--- src/rtl/bresenham_line_drawer.sv ---
// Integer Bresenham line engine: takes endpoints p and q and emits every pixel
// from p to q, inclusive, over a valid/ready handshake, then pulses done.
module bresenham_line_drawer #(
    parameter int COORD_W = 16,
    parameter int ERR_W   = COORD_W + 3
) (
    input  logic                   clk,
    input  logic                   n_rst,
    input  logic                   start,
    input  logic [2*COORD_W-1:0]   p,
    input  logic [2*COORD_W-1:0]   q,
    input  logic                   pixel_ready,
    output logic                   pixel_valid,
    output logic [2*COORD_W-1:0]   pixel,
    output logic                   busy,
    output logic                   done
);

    localparam logic [1:0] IDLE = 2'd0;
    localparam logic [1:0] INIT = 2'd1;
    localparam logic [1:0] STEP = 2'd2;
    localparam logic [1:0] DONE = 2'd3;

    logic [1:0]                state_r;
    logic [1:0]                state_nxt_s;
    logic signed [COORD_W-1:0] cur_x_r, cur_y_r, end_x_r, end_y_r;
    logic signed [ERR_W-1:0]   dx_r, dy_r, err_r;
    logic                      sx_neg_r, sy_neg_r;
    logic                      pixel_valid_r, busy_r, done_r;

    logic signed [ERR_W-1:0]   abs_x_s, abs_y_s, e2_s, add_x_s, add_y_s, err_nxt_s;
    logic signed [COORD_W-1:0] inc_x_s, inc_y_s;
    logic                      step_x_s, step_y_s, handshake_s, at_end_s;

    function automatic logic signed [ERR_W-1:0] sext(input logic [COORD_W-1:0] v);
        return {{(ERR_W-COORD_W){v[COORD_W-1]}}, v};
    endfunction

    function automatic logic signed [ERR_W-1:0] abs_diff(input logic [COORD_W-1:0] a,
                                                         input logic [COORD_W-1:0] b);
        logic signed [ERR_W-1:0] d;
        d = sext(a) - sext(b);
        return d[ERR_W-1] ? -d : d;
    endfunction

    // Step decisions and next error, all from registered state.
    always_comb begin
        abs_x_s     = abs_diff(end_x_r, cur_x_r);
        abs_y_s     = abs_diff(end_y_r, cur_y_r);
        e2_s        = err_r <<< 1;
        step_x_s    = (e2_s >= dy_r);
        step_y_s    = (e2_s <= dx_r);
        handshake_s = pixel_valid_r & pixel_ready;
        at_end_s    = (cur_x_r == end_x_r) && (cur_y_r == end_y_r);
        if (step_x_s) begin
            add_x_s = dy_r;
        end else begin
            add_x_s = {ERR_W{1'b0}};
        end
        if (step_y_s) begin
            add_y_s = dx_r;
        end else begin
            add_y_s = {ERR_W{1'b0}};
        end
        err_nxt_s = err_r + add_x_s + add_y_s;
        if (sx_neg_r) begin
            inc_x_s = {COORD_W{1'b1}};
        end else begin
            inc_x_s = {{(COORD_W-1){1'b0}}, 1'b1};
        end
        if (sy_neg_r) begin
            inc_y_s = {COORD_W{1'b1}};
        end else begin
            inc_y_s = {{(COORD_W-1){1'b0}}, 1'b1};
        end
    end

    // Next-state decode for the line FSM.
    always_comb begin
        state_nxt_s = state_r;
        case (state_r)
            IDLE: begin
                if (start) begin
                    state_nxt_s = INIT;
                end else begin
                    state_nxt_s = IDLE;
                end
            end
            INIT: state_nxt_s = STEP;
            STEP: begin
                if (handshake_s && at_end_s) begin
                    state_nxt_s = DONE;
                end else begin
                    state_nxt_s = STEP;
                end
            end
            DONE:    state_nxt_s = IDLE;
            default: state_nxt_s = IDLE;
        endcase
    end

    // State and registered handshake/status outputs.
    always_ff @(posedge clk or negedge n_rst) begin
        if (!n_rst) begin
            state_r       <= IDLE;
            pixel_valid_r <= 1'b0;
            busy_r        <= 1'b0;
            done_r        <= 1'b0;
        end else begin
            state_r       <= state_nxt_s;
            pixel_valid_r <= (state_nxt_s == STEP);
            busy_r        <= (state_nxt_s != IDLE);
            done_r        <= (state_nxt_s == DONE);
        end
    end

    // Datapath: cur doubles as the latched start point until INIT derives the deltas.
    always_ff @(posedge clk or negedge n_rst) begin
        if (!n_rst) begin
            cur_x_r  <= {COORD_W{1'b0}};
            cur_y_r  <= {COORD_W{1'b0}};
            end_x_r  <= {COORD_W{1'b0}};
            end_y_r  <= {COORD_W{1'b0}};
            dx_r     <= {ERR_W{1'b0}};
            dy_r     <= {ERR_W{1'b0}};
            err_r    <= {ERR_W{1'b0}};
            sx_neg_r <= 1'b0;
            sy_neg_r <= 1'b0;
        end else begin
            case (state_r)
                IDLE: begin
                    if (start) begin
                        cur_x_r <= p[2*COORD_W-1:COORD_W];
                        cur_y_r <= p[COORD_W-1:0];
                        end_x_r <= q[2*COORD_W-1:COORD_W];
                        end_y_r <= q[COORD_W-1:0];
                    end
                end
                INIT: begin
                    dx_r     <= abs_x_s;
                    dy_r     <= -abs_y_s;
                    err_r    <= abs_x_s - abs_y_s;
                    sx_neg_r <= !(cur_x_r < end_x_r);
                    sy_neg_r <= !(cur_y_r < end_y_r);
                end
                STEP: begin
                    if (handshake_s && !at_end_s) begin
                        err_r <= err_nxt_s;
                        if (step_x_s) begin
                            cur_x_r <= cur_x_r + inc_x_s;
                        end
                        if (step_y_s) begin
                            cur_y_r <= cur_y_r + inc_y_s;
                        end
                    end
                end
                default: begin
                end
            endcase
        end
    end

    assign pixel_valid = pixel_valid_r;
    assign pixel       = {cur_x_r, cur_y_r};
    assign busy        = busy_r;
    assign done        = done_r;

endmodule

--- config.mk ---
export PLATFORM = sky130hd
export DESIGN_NAME = bresenham_line_drawer
export DESIGN_NICKNAME = d
export VERILOG_FILES = /design/src/rtl/bresenham_line_drawer.sv
export SDC_FILE = /design/constraint.sdc
export NUM_CORES = 1
export LEC_CHECK = 0
export CORE_MARGIN = 3
export CORE_UTILIZATION = 55
export DETAILED_ROUTE_END_ITERATION = 6
export GPL_TIMING_DRIVEN = 0
export PLACE_DENSITY_LB_ADDON = 0.1
export SLEW_MARGIN = 30
export SYNTH_ARGS = -nofsm -noshare
export SYNTH_HDL_FRONTEND = slang
export SYNTH_SLANG_ARGS = --single-unit
--- constraint.sdc ---
create_clock -name clk -period 8.38 [get_ports clk]
set_input_delay 1.676 -clock clk [delete_from_list [all_inputs] [get_ports clk]]
set_output_delay 1.676 -clock clk [all_outputs]
set_load 0.05 [all_outputs]
Yosys cells after proc, flatten, opt, wreduce, memory -nomap -nowiden

Index checks and enable logic that the tools add are counted.

$add $sub $neg: 10
Order comparisons: 4
Equality and inequality tests: 11
Muxes and demuxes: 19
Bitwise logic cells: 1
Reductions and logical operators: 14

Operators with widths:

| cell                                                                   | count |
|---|---|
| 16-bit two-way mux                                                     | 8 |
| 19-bit two-way mux                                                     | 5 |
| 16-bit case mux with 2 select lines                                    | 2 |
| 19-bit adder                                                           | 2 |
| 17-bit negator with 19-bit output                                      | 2 |
| 19-bit case mux with 2 select lines                                    | 1 |
| 16-bit by 16-bit subtractor with 17-bit output                         | 2 |
| 16-bit adder                                                           | 2 |
| 16-bit equality test                                                   | 2 |
| 16-bit less-than comparator                                            | 2 |
| 19-bit >= comparator                                                   | 1 |
| 19-bit less-or-equal comparator                                        | 1 |
| 19-bit negator                                                         | 1 |
| 19-bit subtractor                                                      | 1 |
| 2-bit equality test (second input constant)                            | 4 |
| 2-bit != test (second input constant)                                  | 4 |
| 2-bit case mux with 4 select lines                                     | 1 |
| 4-bit AND reduction                                                    | 2 |
| 2-bit nonzero test                                                     | 3 |
| 2-bit AND reduction                                                    | 2 |
| 1-bit logical AND                                                      | 3 |
| 1-bit logical NOT                                                      | 3 |
| 2-bit by 1-bit equality test with 1-bit output (second input constant) | 1 |
| 2-bit logical NOT                                                      | 1 |
| other kinds (2)                                                        | 3 |

Register bits: 128
Output and inout port bits: 35
Logic and storage cells: 72

Depth between registers and ports, before layout

Gate-level depths: netlist (run 1).

Word-level depth: 6
Depth in mapped cells: 24

Worst setup path after synthesis (run 1)

OpenSTA, ideal clock, no wires.

Path kind: flip-flop to flip-flop
From: register cur_x_r[0]
To: register err_r[12]
Setup time: 83 ps
Data arrival time: 5,037 ps
Required time: 8,297 ps
Path slack: 3,261 ps
Cell stages (with the launch flop): 23
Buffers on the path: 1
Cell sequence: dfrtp_1 > ha_1 > inv_1 > fa_1 > a21o_1 > a21oi_4 > o221ai_2 > a31o_1 > o211a_1 > o21ai_0 > clkbuf_1 > o21ai_0 > fa_1 > a21oi_1 > o21bai_1 > a21oi_1 > o21ai_0 > a211oi_1 > o21bai_1 > a21oi_1 > xnor2_1 > a21oi_1 > o21ai_0

RTL lines:

| element                                          | RTL line | RTL |
|---|---|---|
| from (decl)                                      | 26       | `logic signed [COORD_W-1:0] cur_x_r, cur_y_r, end_x_r, end_y_r;` |
| from (signal assigned)                           | 120      | `cur_x_r <= {COORD_W{1'b0}};` |
| from (signal assigned)                           | 133      | `cur_x_r <= p[2*COORD_W-1:COORD_W];` |
| from (signal assigned)                           | 150      | `cur_x_r <= cur_x_r + inc_x_s;` |
| 16-bit by 16-bit subtractor with 17-bit output * | 42       | `d = sext(a) - sext(b);` |
| 17-bit negator with 19-bit output                | 43       | `return d[ERR_W-1] ? -d : d;` |
| 19-bit two-way mux *                             | 43       |  |
| named net abs_x_s[1]                             | 31       | `logic signed [ERR_W-1:0] abs_x_s, abs_y_s, e2_s, add_x_s, add_y_s, err_nxt_s;` |
| 19-bit subtractor *                              | 142      | `err_r <= abs_x_s - abs_y_s;` |
| 19-bit case mux with 2 select lines *            | 130      | `case (state_r)` |
| to (signal assigned)                             | 126      | `err_r <= {ERR_W{1'b0}};` |
| to (signal assigned)                             | 142      |  |
| to (signal assigned)                             | 148      | `err_r <= err_nxt_s;` |
| to (decl)                                        | 27       | `logic signed [ERR_W-1:0] dx_r, dy_r, err_r;` |

Mark *: on every way through the listed nets, which the timed path passes. The rest lies on a longest branch.
A chain may end at the register's enable or synchronous reset.

Worst setup path in the final report (run 1)

From: register cur_x_r[0]
To: register err_r[13]

Same word-level chain as after synthesis.

==> results.py, run 1 <==
metrics = {
    "setup_path": {
        "crit_type": "flip-flop to flip-flop",
        "r2r-start": "cur_x_r[0]",
        "crit_fanout": 10,
        "r2r_slack_ps": 2240,
        "worst_ep_arrival_time_ps": 6430,
        "r2r_cells": 22,
        "r2r-end": "err_r[13]",
        "endpoint_kind": "flip-flop",
        "cp-start-kind": "flip-flop",
        "worstPathRequired_ps": 8670,
    },
    "clock_network": {
        "numClockSinks": 127,
        "cts-root-buf": "clkbuf_16",
        "numCtsBuffers": 17,
        "clockBufferDepth": 2,
        "cts_tree": "built",
        "cts_hold_buf": 0,
        "clock_latency_ps": 440,
        "post_cts_buffers": 0,
        "cts_resized": 0,
        "path_clk_slew_ps": 70,
        "cts.htree.levels": 4,
    },
    "sta": {
        "fin_crit_sh_pct": 73.3,
        "finalHoldViolations": 0,
        "setup_tns_ps": 0,
        "tightest_slew_ps": 994,
        "clock_skew_ps": 13.1,
        "fin_crit_ps": 6140,
        "slew_violations": 0,
        "clock.fmax_ghz": 0.163,
        "setup_viol": 0,
        "rsz0062_at_grt": "no",
        "slew_headroom_pct": 33.7,
    },
    "synthesis": {
        "synth-edff-count": 0,
        "synthTopCellsByArea": "dfrtp_1 (25%), ha_1 (14%), xnor2_1 (5.2%)",
        "syn_area_per_cell_um2": 8.46,
        "syn_area_um2": 12500,
        "synthArstFlopShare_pct": 100,
        "yosysTopAreaCell": "dfrtp_1",
        "synth_top_area_share_pct": 25.3,
        "yosys_warnings": 0,
        "ys_types": 87,
        "synthCells": 1483,
        "synth_flop_cell": "dfrtp_1",
        "syn_nets": 1711,
        "synth-seq-area-share_pct": 25.3,
        "ys_ff_latch": 127,
    },
    "floorplanning": {
        "initial_core_util_pct": 56.8,
        "die-area_um2": 24700,
        "die_w_um": 157,
        "num_rows": 54,
        "pin_count": 103,
        "coreArea_um2": 22100,
        "die_h_um": 157,
    },
    "route": {
        "drt-total-wl_mm": 36.5,
        "drc": 0,
        "dr.pass1.iters": 7,
        "drtIter0Drc": 718,
        "vias": 11455,
        "viasPerCell": 6.03,
        "ant_nets": 0,
        "wl_per_cell_um": 19.2,
    },
    "layout": {
        "final_nets": 1834,
        "final.fill_count": 1888,
        "drive_gt1_share_pct": 7.47,
        "multi_input_area_um2": 8690,
        "register_area_um2": 3180,
        "n_antenna_cell": 0,
        "syn_to_final_growth_pct": 16.3,
    },
    "global_routing": {
        "overflow": 0,
        "grt_pass1_vias": 11159,
        "grt_pass1_wl_mm": 58.3,
        "grt_usage_pct": 29.9,
        "grt_antenna_before_repair": 1,
        "grt_max_degree": 71,
    },
    "job": {
        "cap_violations": 0,
    },
    "min_path": {
        "worstHoldStart": "dx_r[18]",
        "whs_path_depth": 2,
        "min-delay-path-class": "flip-flop to flip-flop",
        "min_to": "dx_r[18]",
    },
    "placed_design": {
        "post-dp-hpwl_mm": 28.8,
        "gp_congestion": 0.940,
        "io_buffers": 102,
    },
    "status": {
        "outcome": "finished clean",
    },
}
worst max path at each step:
stage | startpoint | endpoint | slack, ps
2_1_floorplan | cur_x_r[0] | err_r[12] | 3260
3_5_place_dp | cur_x_r[0] | err_r[13] | 2340
4_1_cts | cur_x_r[0] | err_r[13] | 2290
5_1_grt | cur_x_r[0] | err_r[15] | 1850
6_report | cur_x_r[0] | err_r[13] | 2240
3_3_place_gp | n_rst | cur_x_r[4] | 340
critical path: stages (launching register included):
cell      delay (ps)
dfrtp_1          460
ha_1             200
inv_1             50
fa_1             400
a21o_1           210
a21oi_4          220
o221ai_2         180
a31o_1           250
o211a_1          250
o21ai_0          470
clkbuf_1         390
o21ai_0          420
ha_1             420
nor2b_1          120
o21ai_0          210
a21oi_1          130
o21ai_0          230
a21oi_1          160
a211oi_1         560
o31ai_1          200
xor2_1           180
a21oi_1          170
o21ai_0           90
state kept, by name (all words and copies together) (netlist names):
signal / cells
sx_neg_r: 1
sy_neg_r: 1
done: 1
state_r: 2
busy: 1
end_x_r: 16
dx_r: 19
dy_r: 19
cur_x_r: 16
end_y_r: 16
cur_y_r: 16
err_r: 18
pixel_valid: 1
synth_stat cells, types with 11 or more instances:
master / instances
clkbuf_1: 38
nor2b_1: 27
nand2b_1: 16
and2_1: 11
and3_1: 15
inv_1: 128
mux2_2: 42
fa_1: 23
dfrtp_1: 127
a21oi_1: 106
a21o_1: 30
nor2_1: 128
nor3_1: 35
a31oi_1: 13
nand2_1: 112
nand4_1: 17
ha_1: 137
xnor2_1: 75
nand3_1: 28
o21a_1: 17
xor2_1: 32
o21ai_0: 89
or3_1: 16
o31ai_1: 22
a211oi_1: 13
o211ai_1: 12
mux2i_1: 18
cells in the final DEF (no fill, tap or decap), types with 17 or more instances in the layout:
cell and count:
a21o_1 30, a21oi_1 106, clkbuf_1 38, clkbuf_16 17, clkdlybuf4s50_1 101, dfrtp_1 127, fa_1 23, ha_1 137
inv_1 128, mux2_2 42, mux2i_1 18, nand2_1 112, nand3_1 28, nand4_1 17, nor2_1 128, nor2b_1 27
nor3_1 35, o21a_1 17, o21ai_0 89, o31ai_1 22, xnor2_1 75, xor2_1 32
metal layers:
layer | global-route usage [%] | share of wire [%]
met5 | 0 | 0.036
met3 | 4.87 | 6.1
met1 | 39.5 | 44
met4 | 9.92 | 2.8
met2 | 50.1 | 48
through the flow:
step           utilization [%]  std cells  hold slack [ps]  worst slack (ps)  instance area [um2]
2_1_floorplan                -       1483              449              3260                12500
3_3_place_gp              63.0       1865              477               337                13900
3_5_place_dp              63.2       1867              489              2340                14000
4_1_cts                   66.0       1899              505              2290                14600
5_1_grt                   66.0       1899              522              1850                14600
6_report                  66.0       1899              507              2240                14600
kinds of logic after synthesis:
family	Yosys count	share of synthesized area, %
simple gates	444	17.3
xor+xnor	109	7.73
flops	127	25.3
compound gates	402	21.5
buf+inv	179	5.43
mux	62	5.39
fa+ha+maj	160	17.3
final cells by class:
type / count / area share (%)
Buffer: 51 / 1.38
Clock buffer: 19 / 3.10
Clock inverter: 13 / 1.21
Inverter: 128 / 3.29
Multi-Input combinational cell: 1177 / 59.6
Sequential cell: 127 / 21.8
Tap cell: 280 / 2.40
Timing Repair Buffer: 104 / 7.27
Power of run 1 is not shown: default switching activity piles up to over one toggle a cycle in this logic, so the estimate is an artifact.
==> run 2, diff against run 1 <==
- clock period: 8.38 -> 5.15 ns (I/O delays scaled with it)
==> run 2 against run 1 <==
- clock skew about the same
- clock-buffer cell count is the same
- hold slack better by 0.74 ps
- non-clock buffer count rose by 22
- highest routed layer unchanged
==> results.py, run 2 (same netlist as run 1, synthesis figures left out) <==
metrics = {
    "layout": {
        "drive_gt1_share_pct": 12.7,
        "n_antenna_cell": 0,
        "final_nets": 1856,
        "layout_common_cells": "ha_1 (134), inv_1 (127), dfrtp_1 (126)",
        "syn_to_final_growth_pct": 21.0,
        "multi_input_area_um2": 9090,
        "final.fill_count": 1816,
        "reg.largest.list": "dx_r x19, dy_r x19, err_r x18",
        "final_common_cell": "ha_1",
        "register_area_um2": 3180,
    },
    "setup_path": {
        "worstPathRequired_ps": 5520,
        "critPathBufInv": 0,
        "r2r-end": "err_r[16]",
        "r2r_slack_ps": 160,
        "r2r-start": "cur_y_r[0]",
        "path_delay_family": "compound AO/OA/AOI/OAI gates",
        "path_common_cell": "or3_4",
        "path_cells": "ha_1 -> fa_1 -> nand2b_1 -> a211oi_4 -> or3_4 -> o311ai_2 -> a21o_4 -> o41ai_4 -> xor2_2 -> ha_2 -> or3_4 -> or3_4 -> a211oi_4 -> o31ai_1 -> xor2_1 -> nor2_1 -> a311oi_1 -> a21o_1",
        "crit_type": "flip-flop to flip-flop",
        "cp-start-kind": "flip-flop",
        "crit_fanout": 8,
        "endpoint_kind": "flip-flop",
        "worst_ep_arrival_time_ps": 5360,
        "crit_path_top_delay_cell": "fa_1",
        "critPathMaxStageDelay_ps": 470,
        "r2r_cells": 18,
    },
    "floorplanning": {
        "pin_count": 103,
        "die_w_um": 157,
        "die-area_um2": 24700,
        "coreArea_um2": 22100,
        "num_rows": 54,
        "initial_core_util_pct": 56.8,
        "die_h_um": 157,
    },
    "sta": {
        "clock_skew_ps": 12.7,
        "fin_crit_sh_pct": 97.0,
        "finalHoldViolations": 0,
        "clock.fmax_ghz": 0.200,
        "setup_viol": 0,
        "slew_violations": 0,
        "fin_crit_ps": 4990,
        "setup_tns_ps": 0,
        "tightest_slew_ps": 1000,
        "slew_headroom_pct": 33.3,
    },
    "placed_design": {
        "gp_congestion": 0.940,
        "io_buffers": 102,
        "post-dp-hpwl_mm": 28.8,
    },
    "clock_network": {
        "numCtsBuffers": 17,
        "cts_hold_buf": 0,
        "numClockSinks": 127,
        "cts_tree": "built",
        "clockBufferDepth": 2,
        "cts-root-buf": "clkbuf_16",
        "path_clk_slew_ps": 70,
        "clock_latency_ps": 440,
        "cts.htree.levels": 4,
    },
    "status": {
        "outcome": "finished clean",
    },
    "job": {
        "cap_violations": 0,
    },
    "route": {
        "wl_per_cell_um": 19.4,
        "drt-total-wl_mm": 37.3,
        "dr.pass1.iters": 5,
        "drtIter0Drc": 786,
        "viasPerCell": 6.06,
        "vias": 11642,
        "drc": 0,
        "ant_nets": 0,
    },
    "global_routing": {
        "grt_pass1_vias": 11242,
        "overflow": 0,
        "grt_antenna_before_repair": 1,
        "grt_max_degree": 71,
        "grt_usage_pct": 30.0,
        "grt_pass1_wl_mm": 58.6,
    },
    "min_path": {
        "min-delay-path-class": "primary input to asynchronous set/reset pin",
    },
}
==> run 2: cell count changes in the layout (fill, tap and decap cells not counted), moves of 10 or more <==
cell     before  now
xnor2_1      75   64
xnor2_2       0   11
buf_4         1   26
a21oi_1     106   96
a21oi_2       0   10
o21ai_0      89   79
==> run 2: stage by stage <==
step                cell area (um2)  setup slack (ps)  instances  utilization [%]  hold WS (ps)
finish                        15200               157       1921             68.7           508
global route                  15200             -32.6       1921             68.7           522
CTS                           14800              2.01       1905             66.9           505
detailed placement            14000              -895       1867             63.2           489
global placement              13900             -2250       1865             63.0           477
floorplan                     12500              30.8       1483                -           449
==> run 2: worst max-delay path by stage <==
stage | startpoint | end | slack (ps) | cells past startpoint
2_1_floorplan | cur_x_r[0] | err_r[12] | 30 | 22
3_3_place_gp | n_rst | cur_x_r[4] | -2250 | 1
3_5_place_dp | cur_x_r[0] | err_r[13] | -890 | 22
4_1_cts | err_r[0] | err_r[17] | 2 | 22
5_1_grt | end_x_r[0] | err_r[12] | -30 | 23
6_report | cur_y_r[0] | err_r[16] | 160 | 18
==> run 2: routing by layer <==
layer  global-route usage [%]  part of all wire (%)  wire length [um]
met1                     39.6                    43             16100
met2                     50.6                    48             17800
met4                     9.75                   2.8              1060
met3                     4.73                   6.1              2270
met5                        0                 0.035                13
==> run 2: what timing repair did <==
action,CTS,global route
pin swaps,8,24
gates resized for setup,32,64
setup endpoints to repair,13,9
setup buffers,7,17
==> run 2: layout make-up <==
class	instances	area share, %
multi-input cells	1177	59.9
flip-flops and latches	127	20.9
repair buffers	128	8.18
inverters	128	3.17
clock buffers	19	2.98
well taps	280	2.31
plain buffers	49	1.38
clock inverters	13	1.16
Power of run 2 is left out for the same reason.
